### config.mk
export PLATFORM = sky130hd
export DESIGN_NAME = load_store_unit_flat
export DESIGN_NICKNAME = d
export VERILOG_FILES = /design/src/rtl/load_store_unit_if.sv /design/src/rtl/load_store_unit.sv /design/src/flat_wrapper.sv
export SDC_FILE = /design/constraint.sdc
export NUM_CORES = 1
export LEC_CHECK = 0
export BUFFER_PORTS_ARGS = -buffer_cell sky130_fd_sc_hd__buf_2
export CAP_MARGIN = 5
export CORE_UTILIZATION = 52
export DETAILED_ROUTE_END_ITERATION = 8
export MAX_ROUTING_LAYER = met4
export PLACE_DENSITY = 0.86
export RECOVER_POWER = 50
export SLEW_MARGIN = 20
export SYNTH_ARGS = -nofsm -noshare
export SYNTH_HDL_FRONTEND = slang
export SYNTH_SLANG_ARGS = --single-unit
export TNS_END_PERCENT = 5
### constraint.sdc
create_clock -name clock -period 3.1 [get_ports clock]
set_input_delay 0.31 -clock clock [delete_from_list [all_inputs] [get_ports clock]]
set_output_delay 0.31 -clock clock [all_outputs]
set_load 0.1 [all_outputs]
### src/rtl/load_store_unit_if.sv
// load_store_unit_if: datapath request/response and data-memory handshake bundle.
// slave is the LSU view, master the datapath/memory view.
interface load_store_unit_if;
    logic        iStart;
    logic        iWrite;
    logic [2:0]  iFunct3;
    logic [31:0] iAddress;
    logic [31:0] iStoreData;
    logic        oBusy;
    logic        oDone;
    logic        oError;
    logic [31:0] oLoadData;
    logic        oMemReq;
    logic        oMemWe;
    logic [31:0] oMemAddr;
    logic [31:0] oMemWData;
    logic [3:0]  oMemBe;
    logic        iMemReady;
    logic [31:0] iMemRData;
    modport slave (
        input  iStart, iWrite, iFunct3, iAddress, iStoreData, iMemReady, iMemRData,
        output oBusy, oDone, oError, oLoadData, oMemReq, oMemWe, oMemAddr, oMemWData, oMemBe
    );
    modport master (
        output iStart, iWrite, iFunct3, iAddress, iStoreData, iMemReady, iMemRData,
        input  oBusy, oDone, oError, oLoadData, oMemReq, oMemWe, oMemAddr, oMemWData, oMemBe
    );
endinterface

### src/rtl/load_store_unit.sv
// load_store_unit: RV32I load/store sequencer with lane steering and load extension.
// Define LSU_TIMEOUT_EN to abort memory waits longer than TIMEOUT cycles with an error.
module load_store_unit #(
    parameter int TIMEOUT     = 64,
    parameter int TIMER_WIDTH = 8
) (
    input logic               clock,
    input logic               reset_n,
    load_store_unit_if.slave  bus
);
    typedef enum logic [1:0] {IDLE, REQ, RESP} state_t;
    state_t      r_state;
    logic        r_err;
    logic        r_we;
    logic [2:0]  r_f3;
    logic [1:0]  r_off;
    logic [31:0] r_addr;
    logic [31:0] r_wdata;
    logic [3:0]  r_be;
    logic [31:0] r_load;
    logic [1:0]  w_off;
    logic [2:0]  w_f3;
    logic        w_legal;
    logic        w_misal;
    logic        w_bad;
    logic [3:0]  w_be;
    logic [31:0] w_wdata;
    logic [31:0] w_shift;
    logic [7:0]  w_byte;
    logic [15:0] w_half;
    logic [31:0] w_ext;
    logic        w_timeout;

    if (TIMEOUT >= (64'd1 << TIMER_WIDTH)) begin : g_bad_timer
        $error("TIMER_WIDTH too narrow for TIMEOUT");
    end

    assign w_off   = bus.iAddress[1:0];
    assign w_f3    = bus.iFunct3;
    assign w_legal = w_f3 inside {3'b000, 3'b001, 3'b010, 3'b100, 3'b101};
    assign w_misal = (w_f3[1:0] == 2'b01 && w_off[0]) || (w_f3[1:0] == 2'b10 && w_off != 2'b00);
    assign w_bad   = !w_legal || w_misal;
    assign w_be    = w_f3[1:0] == 2'b00 ? 4'b0001 << w_off :
                     w_f3[1:0] == 2'b01 ? 4'b0011 << {w_off[1], 1'b0} : 4'b1111;
    assign w_wdata = w_f3[1:0] == 2'b00 ? {4{bus.iStoreData[7:0]}} :
                     w_f3[1:0] == 2'b01 ? {2{bus.iStoreData[15:0]}} : bus.iStoreData;

    // Extraction uses the offset and width captured at request time.
    assign w_shift = bus.iMemRData >> {r_off, 3'b000};
    assign w_byte  = w_shift[7:0];
    assign w_half  = r_off[1] ? bus.iMemRData[31:16] : bus.iMemRData[15:0];
    assign w_ext   = r_f3[1:0] == 2'b00 ? {{24{~r_f3[2] & w_byte[7]}}, w_byte} :
                     r_f3[1:0] == 2'b01 ? {{16{~r_f3[2] & w_half[15]}}, w_half} : bus.iMemRData;

`ifdef LSU_TIMEOUT_EN
    logic [TIMER_WIDTH-1:0] r_timer;
    always_ff @(posedge clock or negedge reset_n) begin
        if (!reset_n)
            r_timer <= '0;
        else if (r_state != REQ)
            r_timer <= '0;
        else if (!bus.iMemReady)
            r_timer <= r_timer + 1'b1;
    end
    assign w_timeout = r_timer == TIMER_WIDTH'(TIMEOUT - 1);
`else
    assign w_timeout = 1'b0;
`endif

    always_ff @(posedge clock or negedge reset_n) begin
        if (!reset_n) begin
            r_state <= IDLE;
            r_err   <= 1'b0;
            r_we    <= 1'b0;
            r_f3    <= '0;
            r_off   <= '0;
            r_addr  <= '0;
            r_wdata <= '0;
            r_be    <= '0;
            r_load  <= '0;
        end else begin
            case (r_state)
                IDLE: if (bus.iStart) begin
                    r_err   <= w_bad;
                    r_f3    <= w_f3;
                    r_off   <= w_off;
                    r_state <= w_bad ? RESP : REQ;
                    if (!w_bad) begin
                        r_we    <= bus.iWrite;
                        r_addr  <= {bus.iAddress[31:2], 2'b00};
                        r_wdata <= w_wdata;
                        r_be    <= w_be;
                    end
                end
                REQ: if (bus.iMemReady) begin
                    r_state <= RESP;
                    if (!r_we)
                        r_load <= w_ext;
                end else if (w_timeout) begin
                    r_state <= RESP;
                    r_err   <= 1'b1;
                end
                default: r_state <= IDLE;
            endcase
        end
    end

    assign bus.oBusy     = r_state != IDLE;
    assign bus.oMemReq   = r_state == REQ;
    assign bus.oDone     = r_state == RESP;
    assign bus.oError    = r_state == RESP && r_err;
    assign bus.oLoadData = r_load;
    assign bus.oMemWe    = r_we;
    assign bus.oMemAddr  = r_addr;
    assign bus.oMemWData = r_wdata;
    assign bus.oMemBe    = r_be;
endmodule

### src/flat_wrapper.sv
// flat-port wrapper written by rule: the top's interface ports become plain ports
module load_store_unit_flat 
#(
    parameter int TIMEOUT     = 64,
    parameter int TIMER_WIDTH = 8
)
  (clock, reset_n, bus_iStart, bus_iWrite, bus_iFunct3, bus_iAddress, bus_iStoreData, bus_iMemReady, bus_iMemRData, bus_oBusy, bus_oDone, bus_oError, bus_oLoadData, bus_oMemReq, bus_oMemWe, bus_oMemAddr, bus_oMemWData, bus_oMemBe);
  load_store_unit_if bus_i ();
  input logic clock;
  input logic reset_n;
  input wire logic [$bits(bus_i.iStart)-1:0] bus_iStart;
  input wire logic [$bits(bus_i.iWrite)-1:0] bus_iWrite;
  input wire logic [$bits(bus_i.iFunct3)-1:0] bus_iFunct3;
  input wire logic [$bits(bus_i.iAddress)-1:0] bus_iAddress;
  input wire logic [$bits(bus_i.iStoreData)-1:0] bus_iStoreData;
  input wire logic [$bits(bus_i.iMemReady)-1:0] bus_iMemReady;
  input wire logic [$bits(bus_i.iMemRData)-1:0] bus_iMemRData;
  output wire logic [$bits(bus_i.oBusy)-1:0] bus_oBusy;
  output wire logic [$bits(bus_i.oDone)-1:0] bus_oDone;
  output wire logic [$bits(bus_i.oError)-1:0] bus_oError;
  output wire logic [$bits(bus_i.oLoadData)-1:0] bus_oLoadData;
  output wire logic [$bits(bus_i.oMemReq)-1:0] bus_oMemReq;
  output wire logic [$bits(bus_i.oMemWe)-1:0] bus_oMemWe;
  output wire logic [$bits(bus_i.oMemAddr)-1:0] bus_oMemAddr;
  output wire logic [$bits(bus_i.oMemWData)-1:0] bus_oMemWData;
  output wire logic [$bits(bus_i.oMemBe)-1:0] bus_oMemBe;
  assign bus_i.iStart = bus_iStart;
  assign bus_i.iWrite = bus_iWrite;
  assign bus_i.iFunct3 = bus_iFunct3;
  assign bus_i.iAddress = bus_iAddress;
  assign bus_i.iStoreData = bus_iStoreData;
  assign bus_i.iMemReady = bus_iMemReady;
  assign bus_i.iMemRData = bus_iMemRData;
  assign bus_oBusy = bus_i.oBusy;
  assign bus_oDone = bus_i.oDone;
  assign bus_oError = bus_i.oError;
  assign bus_oLoadData = bus_i.oLoadData;
  assign bus_oMemReq = bus_i.oMemReq;
  assign bus_oMemWe = bus_i.oMemWe;
  assign bus_oMemAddr = bus_i.oMemAddr;
  assign bus_oMemWData = bus_i.oMemWData;
  assign bus_oMemBe = bus_i.oMemBe;
  load_store_unit #(.TIMEOUT(TIMEOUT), .TIMER_WIDTH(TIMER_WIDTH)) u_core (.clock(clock), .reset_n(reset_n), .bus(bus_i));
endmodule
Word level (Yosys, flattened, before mapping)
Cells that the tools add are included.

word-level totals
  register bits after elaboration = 107
  input bits = 104
  output and inout bits = 105
  word-level logic and storage cells = 56

operators by class
  equal/unequal tests = 11
  shifts and indexed selects = 3
  muxes and demuxes = 11
  bitwise operators = 5
  reduce and logical (&&, ||, !) cells = 17

operator list
  cell                                                               number
  32-bit 2-to-1 mux                                                  4
  32-bit by 5-bit right shift with 8-bit output                      1
  16-bit 2-to-1 mux                                                  1
  4-bit 2-to-1 mux                                                   2
  2-bit by 1-bit == test with 1-bit output, second input constant    3
  3-bit == test, second input constant                               2
  2-bit logical NOT                                                  3
  2-bit 2-to-1 mux                                                   3
  3-bit AND reduction                                                2
  5-bit nonzero test                                                 1
  2-bit == test, second input constant                               2
  2-bit != test, second input constant                               2
  2-bit one-hot mux with 2 select lines                              1
  2-bit AND reduction                                                2
  2-bit nonzero test                                                 2
  1-bit by 2-bit << shifter with 4-bit output, first input constant  1
  2-bit by 2-bit << shifter with 4-bit output, first input constant  1
  3-bit by 1-bit == test with 1-bit output, second input constant    1
  3-bit by 2-bit == test with 1-bit output, second input constant    1
  1-bit logical AND                                                  3
  3-bit logical NOT                                                  1
  1-bit NOT                                                          3
  1-bit bitwise AND                                                  2
  1-bit logical OR                                                   2
  1-bit logical NOT                                                  1

Logic depth before layout (Yosys ltp)
  depth after elaboration = 7
  depth in mapped cells = 7
  depth with buffers taken out = 5

Least setup slack after synthesis
OpenSTA, ideal clock, no wires.

  path type = flip-flop to output port
  from = register u_core.r_state[1]
  to = output port bus_oError
  arrival time = 2.712 ns
  data required time = 2.790 ns
  slack = 0.078 ns
  cell stages (with the launch flop) = 3
  cell sequence = dfrtp_1 nor2b_1 and2_1

between the ends
  word-level cells in the longest chain between the ends = 2

ends and longest elaborated chain
  element                   RTL line                RTL
  start: declaration        load_store_unit.sv:12   state_t r_state;
  start signal: assignment  load_store_unit.sv:87   r_state <= w_bad ? RESP : REQ;
  2-bit == test             n/a
  named net bus_oDone       flat_wrapper.sv:19      output wire logic [$bits(bus_i.oDone)-1:0] bus_oDone;
  1-bit logical AND         load_store_unit.sv:111  assign bus.oError = r_state == RESP && r_err;
  end: declaration          flat_wrapper.sv:20      output wire logic [$bits(bus_i.oError)-1:0] bus_oError;

The timed path passes the listed nets, and every way through them passes these cells.

Worst setup path after layout
  from = input port bus_iFunct3[0]
  to = register u_core.r_addr[28] (netlist: u_core.bus.oMemAddr[28])

between the ends
  word-level cells in the longest chain between the ends = 6
  elaborated cells between the ends (all ways) = 15
  classes of those cells = eq/ne (6); bitwise (1); reduce/logical (8)

ends and longest elaborated chain
  element                                                                 RTL line                                      RTL
  start: declaration                                                      flat_wrapper.sv:13                            input wire logic [$bits(bus_i.iFunct3)-1:0] bus_iFunct3;
  3-bit by 1-bit == test with 1-bit output, or another cell as far along  load_store_unit.sv:40                         assign w_legal = w_f3 inside {3'b000, 3'b001, 3'b010, 3'b100, 3'b101};
  5-bit nonzero test or 1-bit logical AND (tied branches)                 load_store_unit.sv:40, load_store_unit.sv:41
  1-bit logical NOT or 1-bit logical OR (tied branches)                   load_store_unit.sv:42, load_store_unit.sv:41
  1-bit logical OR (*)                                                    load_store_unit.sv:42                         assign w_bad = !w_legal || w_misal;
  1-bit NOT (no line) (*)                                                 n/a
  3-bit AND reduction (no line) (*)                                       n/a
  end signal: assignment                                                  load_store_unit.sv:90                         r_addr <= {bus.iAddress[31:2], 2'b00};
  end: declaration                                                        load_store_unit.sv:17                         logic [31:0] r_addr;

Mark *: on every way between the ends. The rest lies on a longest branch, timed or not.
A chain may end at the register's enable or synchronous reset.

==> impl_metrics.env <==
export IMPL_dr_pass1_iters=4
export IMPL_muxShareOfSynthArea_pct=17.1
export IMPL_cts_hold_buf=1
export IMPL_track_usage_pct=26.3
export IMPL_yosys_area_top_type="dfrtp_1"
export IMPL_fin_crit_sh_pct=66.7
export IMPL_cts_root_buf="clkbuf_8"
export IMPL_dieHeight_um=99.0
export IMPL_worstPathArrival_ps=2310
export IMPL_antenna_found_initial=1
export IMPL_post_dp_hpwl_um=9180
export IMPL_grt_max_degree=81
export IMPL_finalSetupViolations=0
export IMPL_path_class="in2reg"
export IMPL_layout_drive_gt1_share_pct=37.6
export IMPL_clock_fmax_ghz=0.483
export IMPL_syn_cell_area_um2=4890
export IMPL_synthSimpleGateAreaFrac_pct=12.5
export IMPL_hp_class="in2reg"
export IMPL_worstSetupEndpointType="flop"
export IMPL_grt_setup_unrepaired="false"
export IMPL_rrSetupSlack_ps=1090
export IMPL_synth_xor_area_share_pct=0
export IMPL_cp_start_kind="input pin"
export IMPL_maxCapViolCount=0
export IMPL_die_w_um=99.0
export IMPL_synthCells=436
export IMPL_hold_viol=0
export IMPL_crit_end="u_core.bus.oMemAddr[28]"
export IMPL_cts_buffers=9
export IMPL_period_minus_slack_ps=2070
export IMPL_clkSinkCount=107
export IMPL_multiInputGateArea_um2=2050
export IMPL_synth_edf_count=0
export IMPL_grt_pass1_wl_um=19600
export IMPL_area_growth_pct=25.5
export IMPL_final_net_count=735
export IMPL_synth_flop_cell="dfrtp_1"
export IMPL_cts_tree="done"
export IMPL_async_flop_share_pct=100
export IMPL_ys_ff_latch=107
export IMPL_crit_path_start="bus_iFunct3[0]"
export IMPL_worst_r2r_endpoint="u_core.bus.oMemWData[5]"
export IMPL_fillers=767
export IMPL_cp_max_fo=80
export IMPL_synth_most_common_cell="dfrtp_1"
export IMPL_syn_avg_cell_area_um2=11.2
export IMPL_yosysUniqueCellTypes=40
export IMPL_clk_latency_ps=370
export IMPL_coreArea_um2=9200
export IMPL_synth_area_leaders="dfrtp_1, mux2_2, mux2i_1"
export IMPL_ctsHtreeMaxLevel=3
export IMPL_worstRegToRegCells=4
export IMPL_status="completed"
export IMPL_wl_per_cell_um=16.6
export IMPL_synthTopCellsByCount="dfrtp_1, nand2_1, mux2_2, nand3_1, nor2_1"
export IMPL_postCtsResizedCells=0
export IMPL_relSlewSlack_pct=9.33
export IMPL_start_util_pct=53.2
export IMPL_wirelength_um=12400
export IMPL_clkTransAtPathRegs_ps=110
export IMPL_synth_top_family_by_area="multiplexers"
export IMPL_overflow=0
export IMPL_final_antenna_net_count=0
export IMPL_worstPathRequired_ps=3340
export IMPL_ios=209
export IMPL_synth_adder_area_share_pct=0
export IMPL_cts_setup_buffers=0
export IMPL_seqCellArea_um2=2680
export IMPL_yosysWarningCount=0
export IMPL_dr_first_iter_drc_count=212
export IMPL_yosysSeqAreaShare_pct=54.7
export IMPL_clock_skew_ps=14.7
export IMPL_grt_pass1_vias=4129
export IMPL_drc=0
export IMPL_synth_compound_area_share_pct=12.1
export IMPL_routabilityCongestion=0.863
export IMPL_vias_per_cell=5.51
export IMPL_io_buffers=206
export IMPL_drv_slew=0
export IMPL_die_area_um2=9800
export IMPL_r2r_start="u_core.r_state[1]"
export IMPL_synth_top_area_share_pct=54.7
export IMPL_clockBufferDepth=2
export IMPL_num_vias=4125
export IMPL_rows=35
export IMPL_finalSetupTns_ps=0
export IMPL_tightest_slew_ps=1360
==> state kept, by name (all words and copies together) (netlist names) <==
name / flops
u_core.bus.oMemAddr: 30
u_core.r_off: 2
u_core.bus.oMemWe: 1
u_core.r_err: 1
u_core.bus.oMemWData: 32
u_core.bus.oMemBe: 4
u_core.r_f3: 3
u_core.r_state: 2
u_core.bus.oLoadData: 32
==> layout by cell type (no fill, tap or decap), drive strengths merged <==
cell,instances
buf,164
dfrtp,107
clkbuf,60
mux2,51
nand2,50
nand3,33
nor2,31
o21ai,29
mux2i,25
a21oi,20
a22o,7
a22oi,7
a32oi,7
a221o,7
nand3b,4
inv,4
nor2b,3
o31ai,3
nor3b,3
clkinv,3
nand2b,2
and2,2
a21o,2
conb,2
diode,1
or2,1
o2111ai,1
or3,1
o31a,1
a31oi,1
a221oi,1
a211oi,1
nor3,1
clkinvlp,1
dlygate4sd3,1
==> worst max-delay path, stage by stage <==
cell	delay [ps]
clkbuf_1	640
o21ai_1	310
nand3_4	300
buf_12	330
mux2_2	380
==> how the worst min path moves through the flow <==
stage | from | slack, ps | to | depth (start not counted)
detailed placement | reset_n | 400 | u_core.bus.oLoadData[10] | 1
global route | bus_iMemRData[5] | 150 | u_core.bus.oLoadData[5] | 2
floorplan | reset_n | 10 | u_core.bus.oLoadData[0] | 0
CTS | bus_iMemRData[5] | 150 | u_core.bus.oLoadData[5] | 2
global placement | reset_n | 390 | u_core.bus.oLoadData[11] | 1
finish | bus_iMemRData[5] | 170 | u_core.bus.oLoadData[5] | 2
==> stage by stage <==
step / setup WS [ps] / instances / util, % / instance area [um2] / hold slack, ps
finish: 1030 / 748 / 66.8 / 6140 / 165
global route: 945 / 748 / 66.8 / 6140 / 151
CTS: 1080 / 747 / 67.4 / 6200 / 150
detailed placement: 904 / 730 / 65.2 / 5990 / 398
global placement: 893 / 730 / 65.2 / 5990 / 390
floorplan: 77.9 / 437 / - / 4900 / 14.4
==> routing by layer <==
layer	GRT usage [%]	vias up	part of all wire [%]
li1	-	1933	-
met1	32.5	1970	41
met2	43.0	198	50
met3	4.89	24	6.8
met4	10.2	0	2.5
met5	-	-	0
==> layout make-up <==
cell class | count | share of cell area, %
clock inverters | 5 | 0.734
well taps | 111 | 2.26
multi-input cells | 296 | 33.5
diodes | 1 | 0.0408
flip-flops and latches | 107 | 43.6
inverters | 3 | 0.183
clock buffers | 11 | 2.47
repair buffers | 214 | 17.2
==> logic make-up (layout without fill, tap and decap cells) <==
group,Yosys count,after routing
flip-flops,107,107
AND/OR/NAND/NOR,131,131
buffers and inverters,34,233
multiplexers,76,76
other,1,3
AO/OA/AOI/OAI,87,87
Power is left out: the tool's default activity adds up to more than one toggle a clock period on the data nets, which glitch-free logic cannot reach.
